<file path="config.mk">
export PLATFORM = sky130hd
export DESIGN_NAME = sr_input_debouncer
export DESIGN_NICKNAME = d
export VERILOG_FILES = /design/src/rtl/sr_input_pkg.sv /design/src/rtl/sr_input_debouncer_debounce_channel.sv /design/src/rtl/sr_input_debouncer.sv
export SDC_FILE = /design/constraint.sdc
export NUM_CORES = 1
export LEC_CHECK = 0
export ABC_CLOCK_PERIOD_IN_PS = 4790
export BUFFER_PORTS_ARGS = -buffer_cell sky130_fd_sc_hd__buf_2
export CAP_MARGIN = 10
export CORE_AREA = 3 3 40 42
export DETAILED_ROUTE_END_ITERATION = 10
export DIE_AREA = 0 0 43 45
export PLACE_DENSITY_LB_ADDON = 0.12
export SYNTH_ARGS = -nofsm -noshare
export SYNTH_HDL_FRONTEND = slang
export SYNTH_HIERARCHICAL = 1
export SYNTH_SLANG_ARGS = --single-unit
export TNS_END_PERCENT = 10
</file>
<file path="constraint.sdc">
create_clock -name clk -period 4.79 [get_ports clk]
set_input_delay 0.7185 -clock clk [delete_from_list [all_inputs] [get_ports clk]]
set_output_delay 0.7185 -clock clk [all_outputs]
set_load 0.02 [all_outputs]
</file>
<file path="src/rtl/sr_input_pkg.sv">
// rtl/sr_input_pkg.sv - shared encodings and defaults for the set/reset input debouncer
package sr_input_pkg;

    localparam logic [0:0] ST_LOW  = 1'b0;
    localparam logic [0:0] ST_HIGH = 1'b1;

    localparam int DEFAULT_DEBOUNCE_CYCLES = 4;
    localparam int DEFAULT_CNT_W           = 5;
    localparam int DEBOUNCE_MIN            = 2;

    // Upper bound keeps the terminal count representable in the counter.
    function automatic bit debounce_cfg_ok(input int cycles, input int cnt_w);
        return (cycles >= DEBOUNCE_MIN) && (cycles <= (1 << cnt_w) - 1);
    endfunction

endpackage

</file>
<file path="src/rtl/sr_input_debouncer_debounce_channel.sv">
// rtl/sr_input_debouncer_debounce_channel.sv - 2-flop synchronizer plus LOW/HIGH debounce FSM for one button
module debounce_channel
    import sr_input_pkg::*;
#(
    parameter int DEBOUNCE_CYCLES = DEFAULT_DEBOUNCE_CYCLES,
    parameter int CNT_W           = DEFAULT_CNT_W
) (
    input  logic clk,
    input  logic rst_n,
    input  logic btn,
    output logic level,
    output logic rise
);

    localparam logic [CNT_W-1:0] CNT_LAST = CNT_W'(DEBOUNCE_CYCLES - 1);

    logic             sync1;
    logic             sync2;
    logic [0:0]       state;
    logic [0:0]       state_nxt;
    logic [CNT_W-1:0] cnt;
    logic [CNT_W-1:0] cnt_nxt;
    logic             toward;

    always_ff @(posedge clk or negedge rst_n) begin
        if (!rst_n) begin
            sync1 <= 1'b0;
            sync2 <= 1'b0;
            state <= ST_LOW;
            cnt   <= '0;
        end else begin
            sync1 <= btn;
            sync2 <= sync1;
            state <= state_nxt;
            cnt   <= cnt_nxt;
        end
    end

    // rise is combinational so the top registers the pulse on the same edge the level flips.
    always_comb begin
        state_nxt = state;
        cnt_nxt   = cnt;
        rise      = 1'b0;
        toward    = (state == ST_LOW) ? sync2 : ~sync2;
        if (!toward) begin
            cnt_nxt = '0;
        end else if (cnt == CNT_LAST) begin
            state_nxt = ~state;
            cnt_nxt   = '0;
            rise      = (state == ST_LOW);
        end else begin
            cnt_nxt = cnt + 1'b1;
        end
    end

    assign level = (state == ST_HIGH);

endmodule

</file>
<file path="src/rtl/sr_input_debouncer.sv">
// rtl/sr_input_debouncer.sv - debounced, mutually exclusive set/reset pulse generator
module sr_input_debouncer
    import sr_input_pkg::*;
#(
    parameter int DEBOUNCE_CYCLES = DEFAULT_DEBOUNCE_CYCLES,
    parameter int CNT_W           = DEFAULT_CNT_W
) (
    input  logic clk,
    input  logic rst_n,
    input  logic btn_set,
    input  logic btn_rst,
    output logic s_pulse,
    output logic r_pulse,
    output logic set_level,
    output logic rst_level,
    output logic collision
);

    logic set_rise;
    logic rst_rise;

    if (!debounce_cfg_ok(DEBOUNCE_CYCLES, CNT_W)) begin : g_bad_cfg
        $error("sr_input_debouncer: DEBOUNCE_CYCLES out of range for CNT_W");
    end

    debounce_channel #(
        .DEBOUNCE_CYCLES (DEBOUNCE_CYCLES),
        .CNT_W           (CNT_W)
    ) u_set (
        .clk   (clk),
        .rst_n (rst_n),
        .btn   (btn_set),
        .level (set_level),
        .rise  (set_rise)
    );

    debounce_channel #(
        .DEBOUNCE_CYCLES (DEBOUNCE_CYCLES),
        .CNT_W           (CNT_W)
    ) u_rst (
        .clk   (clk),
        .rst_n (rst_n),
        .btn   (btn_rst),
        .level (rst_level),
        .rise  (rst_rise)
    );

    // Reset wins a same-edge tie so the flip-flop never sees s and r together.
    always_ff @(posedge clk or negedge rst_n) begin
        if (!rst_n) begin
            s_pulse   <= 1'b0;
            r_pulse   <= 1'b0;
            collision <= 1'b0;
        end else begin
            s_pulse   <= set_rise & ~rst_rise;
            r_pulse   <= rst_rise;
            collision <= set_rise & rst_rise;
        end
    end

endmodule

</file>
Word level (Yosys, flattened, before mapping)
Index checks and enable logic that the tools add are counted.

Logic and storage cells: 34. Register bits after elaboration: 19. Output and inout bits: 5.

Bitwise operators: 7. Equality and inequality tests: 2. Add/sub/neg operators: 2. Reductions and logical operators: 2. Muxes and demuxes: 10.

Operators by type and width (count): 2-to-1 mux 5 bit (4); adder 5 x 1 -> 5 bit (second input constant) (2); equality test 5 x 2 -> 1 bit (second input constant) (2); 2-to-1 mux 1 bit (6); NOT 1 bit (5); AND reduction 2 bit (2); AND 1 bit (2).

Depth between registers and ports, before layout
Gate-level depths: netlist of run 1.

Word-level depth: 5. Gate-level depth with buffers: 4. Gate-level depth less buffers: 4.

Modules after synthesis
The synthesis of run 1 kept the hierarchy.

Modules (own cells, without submodules): debounce_channel (area each 320.3 µm², cells an instance 24, times used 2); sr_input_debouncer (area each 91.3 µm², cells an instance 5, times used 1).

Worst setup path after synthesis of run 1
No wires, ideal clock.

Path kind: register to register. Start point: register u_rst.cnt[0]. End point: register s_pulse. Clock period less this slack: 1612 ps. Setup time: 120 ps. Stages on the path, launching flop included: 5. Data arrival time: 1492 ps. Slack: 3178 ps. Required time: 4670 ps. Cell sequence: dfrtp_1 > ha_1 > or4b_4 > nor3b_1 > and2b_2.

Cells in the longest elaborated chain, start to end: 5.

RTL lines: start, declared (RTL line sr_input_debouncer_debounce_channel.sv:21) `logic [CNT_W-1:0] cnt;`; start signal, assigned (RTL line sr_input_debouncer_debounce_channel.sv:35) `cnt <= cnt_nxt;`; equality test 5 x 2 -> 1 bit (RTL line sr_input_debouncer_debounce_channel.sv:47) `end else if (cnt == CNT_LAST) begin`; 2-to-1 mux 1 bit (RTL line sr_input_debouncer_debounce_channel.sv:47); 2-to-1 mux 1 bit (RTL line sr_input_debouncer_debounce_channel.sv:45) `if (!toward) begin`; via rst_rise (RTL line sr_input_debouncer.sv:20) `logic rst_rise;`; NOT 1 bit (RTL line sr_input_debouncer.sv:55) `s_pulse <= set_rise & ~rst_rise;`; AND 1 bit (RTL line sr_input_debouncer.sv:55); end signal, assigned (RTL line sr_input_debouncer.sv:55); end, declared (RTL line sr_input_debouncer.sv:12) `output logic s_pulse,`.

The timed path passes the listed nets, and every way through them passes these cells. A chain may end at the register's enable or synchronous reset.

Final worst setup path of run 1
Same ends and word-level chain as after synthesis.

==> summary.md, run 1 <==
Worst setup path
• launching element of the worst setup path: u_rst/cnt[0]
• kind of end point of the critical path: register
• crit path buf inv count: 0
• beginning of the worst register-to-register path: u_rst/cnt[0]
• maximum single-stage delay on the critical path: 0.51 ns
• critical path, cell by cell: ha_1, or4b_4, nor3b_1, and2b_2
• critical path data required time: 4.98 ns
• largest fanout on the critical path: 4
• WS Path Type: reg2reg
• standard cell with the maximum stage delay on the critical path: sky130_fd_sc_hd__or4b_4
• CP delay by family, top: simple AND/OR/NAND/NOR gates
• nature of the critical path startpoint: register
• signal arrival time at the worst endpoint: 1.92 ns

Layout
• final std cells w/o fill: 80
• antenna fix cells: 0
• number of filler instances in the final layout: 106
• post-layout util: 63.6%
• storage element area: 475 µm²
• combined area of the multi-input logic cells: 256 µm²
• Post-layout nets: 72
• area grow syn2layout: 11.6%
• share of final-layout standard cells stronger than drive strength 1: 29.2%

Synthesis
• Post-synth EDFFs: 0
• flip-flop cell with the highest count after synthesis: sky130_fd_sc_hd__dfrtp_1
• ys async rst share: 100%
• area leader, netlist: sky130_fd_sc_hd__dfrtp_1
• portion of synthesized cell area occupied by the leading cell type: 65.0%
• Yosys warnings: 6
• FF+latch count, synth: 19
• Synth top cells by count: 19 x sky130_fd_sc_hd__dfrtp_1, 8 x sky130_fd_sc_hd__nor2_1, 6 x sky130_fd_sc_hd__xor2_1
• Post-Syn Instances: 53
• Synthesized Nets: 59
• top cells by area in the synthesized netlist: sky130_fd_sc_hd__dfrtp_1 65%, sky130_fd_sc_hd__xor2_1 7.2%, sky130_fd_sc_hd__mux2_4 4.1%
• part of the Yosys area used for sequential elements: 65.0%
• most frequent cell after synthesis: sky130_fd_sc_hd__dfrtp_1
• Cell Area, Synth: 732 µm²
• number of unique standard cell types used by synthesis: 13
• average footprint of a synthesized cell: 13.8 µm²

Floorplan
• initial core utilization: 57.0%
• number of standard-cell rows in the floorplan: 13
• width of the die: 43 µm
• Die Height: 45 µm
• total core area: 1280 µm²
• Boundary Pins: 9
• area of the die: 1940 µm²

Clock network
• total clock sinks: 19
• H-tree Lvls: 1
• CTS Hold Buffers Added: 0
• post-cts gate resize count: 0
• largest buffer count on any clock path: 2
• total CTS buffers: 3
• post-CTS repair timing setup buffer count: 0
• Clock Tree Root: sky130_fd_sc_hd__clkbuf_4
• CTS tree: built
• clk_lat worst skew: 0.30 ns
• clock slew at reported path FFs: 0.10 ns

STA
• final worst slack: 3.06 ns
• Final Hold Fails: 0
• period utilisation layout: 36.2%
• Fin Setup TNS: 0 ns
• slew at the pin closest to its max-slew limit: 0.400 ns
• Max Slew Vio Count: 0
• RSZ-0062 raised after global routing: no
• headroom to the max-slew limit: 73.3%
• minimum clock period after layout: 1.73 ns
• final setup vio count: 0
• Max Freq: 577 MHz
• Max Clock Skew: 0.00618 ns

Power
• static leakage power: 0.416 nW
• Pwr Total: 0.403 mW
• PwrDens: 494 nW/µm²
• Max VDD drop: 0.304 mV

Global routing
• number of antenna violations at the first check in global routing: 0
• GRT met3 Usage: 3.59%
• met2 layer usage reported by global route: 21.3%
• largest net degree at the start of global routing: 20
• Total GRT Usage: 14.0%
• met1 Usage GRT: 18.0%
• wire length of the first global-routing pass: 1900 µm
• Overflow after GRT: 0
• grt peak-use layer: met2
• via count of the first global-routing pass: 443

Place
• # placed instances: 76
• Routability Congestion: 0.718
• pre-CTS setup slack: 3.04 ns
• count of input and output buffers: 8
• Detail Placement HPWL: 781 µm

Routing
• count of antenna-violating nets left after detailed routing: 0
• initial DRC count: 2
• Via Count: 413
• Final Routed Wirelength: 1060 µm
• Wirelength per Cell: 13.3 µm
• Initial DRT Pass Iterations: 2
• average via count per standard cell: 5.16
• drt drc: 0

Hold path
• worst hold-check path type: in2async

Status
• outcome: completed

Job
• max-cap viol count: 0

[worst reg2reg max path: stages, from the launching register on]
cell,delay (ns)
sky130_fd_sc_hd__dfrtp_1,0.39
sky130_fd_sc_hd__ha_1,0.21
sky130_fd_sc_hd__or4b_4,0.51
sky130_fd_sc_hd__nor3b_1,0.28
sky130_fd_sc_hd__and2b_2,0.25
[where the power goes]
| part | switching (mW) | internal (mW) | total [mW] |
|---|---|---|---|
| sequential | 0.0258 | 0.190 | 0.216 |
| clock | 0.0475 | 0.0325 | 0.0799 |
| combinational | 0.0559 | 0.0515 | 0.107 |
| total | 0.129 | 0.274 | 0.403 |
[cells by family after synthesis]
group	after synthesis	synth area share [%]
muxes	2	4.10
adders and majority gates	2	3.42
DFF	19	65.0
xor gates and xnor gates	8	9.57
and+or+nand+nor	22	17.9
[state kept, by name (all words and copies together) (netlist names)]
signal / flops
r_pulse: 1
u_rst/level: 1
u_rst/cnt: 5
u_set/sync2: 1
s_pulse: 1
u_rst/sync2: 1
u_set/cnt: 5
u_set/sync1: 1
u_set/level: 1
collision: 1
u_rst/sync1: 1
[final timing paths]
kind | to | depth (start not counted) | slack, ns
worst max-delay path | s_pulse | 4 | 3.06
worst min-delay path | u_set/cnt[0] | 1 | 0.33
worst max register to register | s_pulse | 4 | 3.06
worst min register to register | u_set/sync2 | 0 | 0.36
max in group asynchronous | u_rst/cnt[0] | 1 | 4.17
min in group clk | u_set/sync2 | 0 | 0.36
[metal layers]
| layer | vias to the layer above | share of wire, % |
|---|---|---|
| met5 | - | 0 |
| met4 | 0 | 2.1 |
| met3 | 2 | 4.3 |
| met2 | 8 | 47 |
| met1 | 202 | 47 |
| li1 | 201 | - |
[cells in the final DEF, fill, tap and decap left out, drive strengths merged]
cell type  count
mux2           2
dfrtp         19
or4b           2
nor2           8
and2           1
clkbuf         4
and3           2
nor3b          2
nand2          2
ha             2
and2b          1
xor2           6
buf            8
nand3          4
xnor2          2
[metrics by stage]
stage	cell area, µm²	hold WS, ns
2_1_floorplan	732	0.331
3_3_place_gp	791	0.343
3_5_place_dp	791	0.351
4_1_cts	817	0.334
5_1_grt	817	0.339
6_report	817	0.330
[cell type report]
cell class                      count  area share, %
Clock buffer                        4           3.22
Multi-Input combinational cell     34           31.4
Sequential cell                    19           58.2
Tap cell                           15           2.30
Timing Repair Buffer                8           4.90
No activity file was read; power rests on OpenSTA's default activity.
==> run 2, diff against run 1 <==
- ABC_CLOCK_PERIOD_IN_PS: 4790 -> 1500
- CORE_AREA: 3 3 40 42 -> unset
- CORE_MARGIN: unset -> 3
- CORE_UTILIZATION: unset -> 48
- DIE_AREA: 0 0 43 45 -> unset
- clock period: 4.79 -> 1.5 ns (I/O delays scaled with it)
==> run 2 against run 1 <==
Against the previous run: the flow now finishes with violations (setup timing); global-route usage is 1.2 points higher; highest routed layer unchanged; non-clock buffer count is 17 higher; first-iteration DRC count grew to 4.0 times the previous value; sequential share of layout area is 9.0 points lower; largest cell class unchanged.
==> summary.md, run 2 (synthesized netlist as in run 1, its figures left out) <==
Place
• Detail Placement HPWL: 853 µm, +9.2%
• placed standard-cell area: 873 µm², +10%
• Routability Congestion: 0.766, +6.7%
• count of input and output buffers: 8, unchanged
• # placed instances: 86, +13%

Layout
• commonest cells after routing, fill and taps aside: 19 x sky130_fd_sc_hd__dfrtp_1, 16 x sky130_fd_sc_hd__buf_4, 8 x sky130_fd_sc_hd__buf_2, 8 x sky130_fd_sc_hd__nor2_1, 6 x sky130_fd_sc_hd__xor2_1
• most common cell after layout, fill and taps aside: sky130_fd_sc_hd__dfrtp_1
• antenna fix cells: 0, unchanged
• Post-layout nets: 89, +24%
• area grow syn2layout: 32.1%
• post-layout util: 70.8%, +7.2 points
• final std cells w/o fill: 97, +21%
• Top Registers: u_rst/cnt x5, u_set/cnt x5
• share of final-layout standard cells stronger than drive strength 1: 47.6%, +18 points
• final standard cell area without fillers: 967 µm², +18%

Status
• outcome: finished, violations left
• failing checks: setup timing

Clock network
• clock slew at reported path FFs: 0.10 ns, about the same
• CTS tree: built
• total clock sinks: 19, unchanged
• clk_lat worst skew: 0.29 ns, about the same
• largest buffer count on any clock path: 2, unchanged
• total CTS buffers: 3, unchanged
• H-tree Lvls: 1, unchanged
• Clock Tree Root: sky130_fd_sc_hd__clkbuf_4

Floorplan
• area of the die: 2030 µm², +4.9%
• total core area: 1370 µm², +6.3%
• number of standard-cell rows in the floorplan: 13, unchanged
• initial core utilization: 53.6%, -3.4 points
• Boundary Pins: 9, unchanged
• Die Height: 45.1 µm, +0.11%
• width of the die: 45.1 µm, +4.8%

STA
• period utilisation layout: 106%, +70 points
• slew at the pin closest to its max-slew limit: 0.405 ns, +0.00481 ns
• headroom to the max-slew limit: 73.0%, -0.32 points
• Max Freq: 627 MHz, +8.6%
• Final Hold Fails: 0, unchanged
• Max Clock Skew: 0.00351 ns, -0.00267 ns
• minimum clock period after layout: 1.59 ns, -0.137 ns
• final setup vio count: 4, +4
• final worst slack: -0.0948 ns, -3.15 ns
• Max Slew Vio Count: 0, unchanged
• RSZ-0062 raised after global routing: yes

Worst setup path
• critical path data required time: 1.69 ns, -3.29 ns
• crit path buf inv count: 0, unchanged
• signal arrival time at the worst endpoint: 1.78 ns, -0.14 ns
• critical path, cell by cell: ha_2, or4b_4, nor3b_4, and2b_2
• maximum single-stage delay on the critical path: 0.50 ns, about the same
• WS Path Type: reg2reg
• kind of end point of the critical path: register
• standard cell with the maximum stage delay on the critical path: sky130_fd_sc_hd__or4b_4
• largest fanout on the critical path: 3, -1
• nature of the critical path startpoint: register
• CP delay by family, top: simple AND/OR/NAND/NOR gates

Routing
• average via count per standard cell: 5.03, -2.5%
• initial DRC count: 8, +6
• Final Routed Wirelength: 1260 µm, +19%
• count of antenna-violating nets left after detailed routing: 0, unchanged
• Wirelength per Cell: 13.0 µm, -2.0%
• Initial DRT Pass Iterations: 4, +2
• drt drc: 0, unchanged
• Via Count: 488, +18%

Global routing
• wire length of the first global-routing pass: 2100 µm, +11%
• number of antenna violations at the first check in global routing: 0, unchanged
• Overflow after GRT: 0, unchanged
• Total GRT Usage: 15.2%, +1.2 points
• largest net degree at the start of global routing: 20, unchanged
• via count of the first global-routing pass: 489, +10%

Hold path
• worst hold-check path type: in2reg

Power
• Max VDD drop: 1.01 mV, +230%
• clock group share of total power: 16.8%, -3.0 points
• fraction of power consumed by combinational cells: 36.6%, +10 points
• PwrDens: 1520 nW/µm², +210%
• internal power: 1.01 mW, +270%
• static leakage power: 0.507 nW, +22%
• Sw Share: 31.6%, -0.42 points
• sequential share of power: 46.6%, -7.0 points
• P_sw: 0.466 mW, +260%

Job
• max-cap viol count: 0, unchanged

==> run 2: cell types whose count changed in the layout (fill, tap and decap cells not counted) <==
| cell | before | now |
|---|---|---|
| sky130_fd_sc_hd__ha_1 | 2 | 1 |
| sky130_fd_sc_hd__nand2_1 | 2 | 0 |
| sky130_fd_sc_hd__and2_2 | 1 | 0 |
| sky130_fd_sc_hd__dlygate4sd3_1 | 0 | 1 |
| sky130_fd_sc_hd__and2_4 | 0 | 1 |
| sky130_fd_sc_hd__nor3b_1 | 2 | 1 |
| sky130_fd_sc_hd__buf_4 | 0 | 16 |
| sky130_fd_sc_hd__nor3b_4 | 0 | 1 |
| sky130_fd_sc_hd__ha_2 | 0 | 1 |
| sky130_fd_sc_hd__nand2_2 | 0 | 2 |
==> run 2: layer usage <==
layer / GRT usage [%] / vias to the layer above / part of all wire [%]
li1: - / 235 / -
met1: 19.3 / 236 / 44
met2: 24.6 / 13 / 51
met3: 2.39 / 4 / 3.8
met4: 8.77 / 0 / 1.2
met5: 0 / - / 0
==> run 2: worst register-to-register path, cell delays in order, from the launching register on <==
cell	delay (ns)
sky130_fd_sc_hd__dfrtp_1	0.38
sky130_fd_sc_hd__ha_2	0.19
sky130_fd_sc_hd__or4b_4	0.50
sky130_fd_sc_hd__nor3b_4	0.20
sky130_fd_sc_hd__and2b_2	0.23
==> run 2: area by class of cell <==
cell class | instances | area [µm²]
Sequential cell | 19 | 475
Fill cell | 99 | 399
Multi-Input combinational cell | 34 | 277
Timing Repair Buffer | 25 | 170
Clock buffer | 4 | 26.3
Tap cell | 15 | 18.8
==> run 2: worst paths after layout <==
kind | start | to | slack [ns] | cells after the start
max | u_rst/cnt[0] | s_pulse | -0.09 | 4
max in group asynchronous | rst_n | u_set/cnt[0] | 0.82 | 2
min in group asynchronous | rst_n | u_set/level | 0.39 | 2
min reg2reg | u_set/sync1 | u_set/sync2 | 0.37 | 0
max reg2reg | u_rst/cnt[0] | s_pulse | -0.09 | 4
min | btn_set | u_set/sync1 | 0.04 | 1
==> run 2: power groups by stage <==
stage | clock, mW | combinational, mW | sequential (mW)
after CTS | 0.255 | 0.477 | 0.681
final | 0.247 | 0.540 | 0.687
after global placement | 0 | 0.447 | 0.689
after detailed placement | 0 | 0.441 | 0.693
after global routing | 0.280 | 0.586 | 0.702
after floorplan | 0 | 0.217 | 0.729
==> run 2: timing repair <==
item,in CTS,in global routing
buffers inserted,3,3
gates resized for setup,1,3
setup endpoints to repair,3,14
hold buffers,1,0
endpoints found under the hold margin,19,0
pin swaps,1,2
==> run 2: per-stage QoR <==
stage / setup slack [ns] / hold WS (ns) / power (mW) / TNS [ns]
6_report: -0.0948 / 0.0379 / 1.47 / -0.247
5_1_grt: -0.152 / 0.0221 / 1.57 / -0.476
4_1_cts: -0.0712 / 0.0277 / 1.41 / -0.166
3_5_place_dp: -0.0630 / 0.180 / 1.13 / -0.129
3_3_place_gp: -0.0535 / 0.174 / 1.14 / -0.0770
2_1_floorplan: -0.0536 / -0.0706 / 0.946 / -0.0536
==> run 3, diff against run 2 <==
- CELL_PAD_IN_SITES_DETAIL_PLACEMENT: unset -> 0
- CELL_PAD_IN_SITES_GLOBAL_PLACEMENT: unset -> 1
- CORE_UTILIZATION: 48 -> 39
==> run 3 against run 2 <==
Against the previous run: the run still ends with setup timing left; combinational power down 18%; global-route usage shrank 3.6 points; critical path depth is the same; critical path type unchanged; cell area decreased by 4.4%; clock power increased by 5%; routed wire length decreased by 14%; flip-flop and latch count did not move; sequential share of layout area grew 2.3 points; die area grew 20%; core utilization shrank 18 points; maximum frequency increased by 0.35%; power fell by 5.8%; highest routed layer unchanged.
==> summary.md, run 3 (synthesized netlist as in run 1, its figures left out) <==
Worst setup path
• largest fanout on the critical path: 4, +1
• WS Path Type: reg2reg
• signal arrival time at the worst endpoint: 1.79 ns, about the same
• critical path data required time: 1.70 ns, about the same
• register-to-register setup slack: -0.09 ns, about the same
• nature of the critical path startpoint: register
• kind of end point of the critical path: register

Routing
• Wirelength per Cell: 10.9 µm, -16%
• Final Routed Wirelength: 1090 µm, -14%
• Via Count: 447, -8.4%
• average via count per standard cell: 4.47, -11%
• drt drc: 0, unchanged
• initial DRC count: 1, -7
• count of antenna-violating nets left after detailed routing: 0, unchanged
• Initial DRT Pass Iterations: 4, unchanged

Clock network
• clock slew at reported path FFs: 0.11 ns, about the same
• Clock Tree Root: sky130_fd_sc_hd__clkbuf_4
• post-CTS repair timing setup buffer count: 0, -3
• CTS tree: built
• largest buffer count on any clock path: 2, unchanged
• clk_lat worst skew: 0.29 ns, about the same
• H-tree Lvls: 1, unchanged
• total clock sinks: 19, unchanged
• total CTS buffers: 3, unchanged

STA
• RSZ-0062 raised after global routing: yes
• Final Hold Fails: 0, unchanged
• period utilisation layout: 106%, -0.37 points
• Max Clock Skew: 0.00289 ns, -0.000625 ns
• headroom to the max-slew limit: 72.0%, -0.98 points
• final worst slack: -0.0892 ns, +0.00557 ns
• minimum clock period after layout: 1.59 ns, -0.00557 ns
• Fin Setup TNS: -0.173 ns, +0.0736 ns
• final hold slack: 0.0249 ns, -0.0130 ns
• Max Freq: 629 MHz, +0.35%
• slew at the pin closest to its max-slew limit: 0.420 ns, +0.0147 ns
• final setup vio count: 2, -2
• Max Slew Vio Count: 0, unchanged

Power
• PwrDens: 1500 nW/µm², -1.4%
• clock group share of total power: 18.7%, +1.9 points
• internal power: 0.945 mW, -6.4%
• Pwr Total: 1.39 mW, -5.8%
• static leakage power: 0.472 nW, -6.9%
• Max VDD drop: 0.805 mV, -20%
• sequential share of power: 49.2%, +2.6 points
• Sw Share: 32.0%, +0.43 points
• P_sw: 0.445 mW, -4.5%
• fraction of power consumed by combinational cells: 32.1%, -4.5 points

Floorplan
• area of the die: 2430 µm², +20%
• number of standard-cell rows in the floorplan: 15, +2
• Boundary Pins: 9, unchanged
• width of the die: 49.3 µm, +9.5%
• total core area: 1750 µm², +28%
• initial core utilization: 41.9%, -12 points
• Die Height: 49.3 µm, +9.5%

Layout
• antenna fix cells: 0, unchanged
• most common cell after layout, fill and taps aside: sky130_fd_sc_hd__dfrtp_1
• final standard cell area without fillers: 925 µm², -4.4%
• post-layout util: 53.0%, -18 points
• Post-layout nets: 82, -7.9%
• storage element area: 475 µm², unchanged
• area grow syn2layout: 26.3%
• commonest cells after routing, fill and taps aside: 19 x sky130_fd_sc_hd__dfrtp_1, 9 x sky130_fd_sc_hd__buf_4, 8 x sky130_fd_sc_hd__buf_2, 8 x sky130_fd_sc_hd__nor2_1, 6 x sky130_fd_sc_hd__xor2_1
• share of final-layout standard cells stronger than drive strength 1: 42.7%, -4.9 points
• combined area of the multi-input logic cells: 273 µm², -1.4%
• final std cells w/o fill: 100, +3.1%
• number of filler instances in the final layout: 165, +67%
• Top Registers: u_rst/cnt x5, u_set/cnt x5

Global routing
• Total GRT Usage: 11.7%, -3.6 points
• wire length of the first global-routing pass: 2090 µm, -0.67%
• Overflow after GRT: 0, unchanged
• largest net degree at the start of global routing: 20, unchanged
• number of antenna violations at the first check in global routing: 0, unchanged
• via count of the first global-routing pass: 470, -3.9%

Job
• max-cap viol count: 0, unchanged

Place
• count of input and output buffers: 8, unchanged
• pre-CTS setup slack: -0.102 ns, -0.0387 ns
• # placed instances: 95, +10%
• placed standard-cell area: 878 µm², +0.57%
• Routability Congestion: 0.717, -6.4%

Hold path
• worst hold-check path type: in2reg

Status
• failing checks: setup timing
• outcome: finished, violations left

[run 3: layout make-up]
| type | count | share of cell area, % |
|---|---|---|
| Clock buffer | 3 | 2.44 |
| Clock inverter | 1 | 0.541 |
| Multi-Input combinational cell | 34 | 29.5 |
| Sequential cell | 19 | 51.4 |
| Tap cell | 25 | 3.38 |
| Timing Repair Buffer | 18 | 12.7 |
[run 3: layer usage]
metal	GRT usage (%)	wire [µm]
met4	7.11	12
met1	16.1	568
met5	0	0
met3	4.28	47
met2	15.2	462
[run 3: timing repair]
item / in CTS / in global routing
resized for setup: 1 / 1
hold endpoints to repair: 19 / 0
hold buffers: 1 / 0
setup endpoints to repair: 3 / 8
[run 3: final timing paths]
kind,start,cells past startpoint,endpoint
max reg2reg,u_rst/cnt[0],4,s_pulse
min in group asynchronous,rst_n,2,u_rst/cnt[0]
max in group asynchronous,rst_n,2,u_set/cnt[2]
max,u_rst/cnt[0],4,s_pulse
min,btn_rst,1,u_rst/sync1
min reg2reg,u_rst/sync1,0,u_rst/sync2
[run 3: power groups by stage]
stage,Combinational (mW),Clock [mW],Sequential [mW]
2_1_floorplan,0.217,0,0.729
3_3_place_gp,0.441,0,0.688
3_5_place_dp,0.441,0,0.689
4_1_cts,0.447,0.268,0.686
5_1_grt,0.493,0.293,0.704
6_report,0.445,0.260,0.684
[run 3: critical path: stages (launching register included)]
cell                      delay, ns
sky130_fd_sc_hd__dfrtp_1       0.37
sky130_fd_sc_hd__ha_2          0.17
sky130_fd_sc_hd__or4b_4        0.50
sky130_fd_sc_hd__nor3b_4       0.21
sky130_fd_sc_hd__and2b_2       0.23
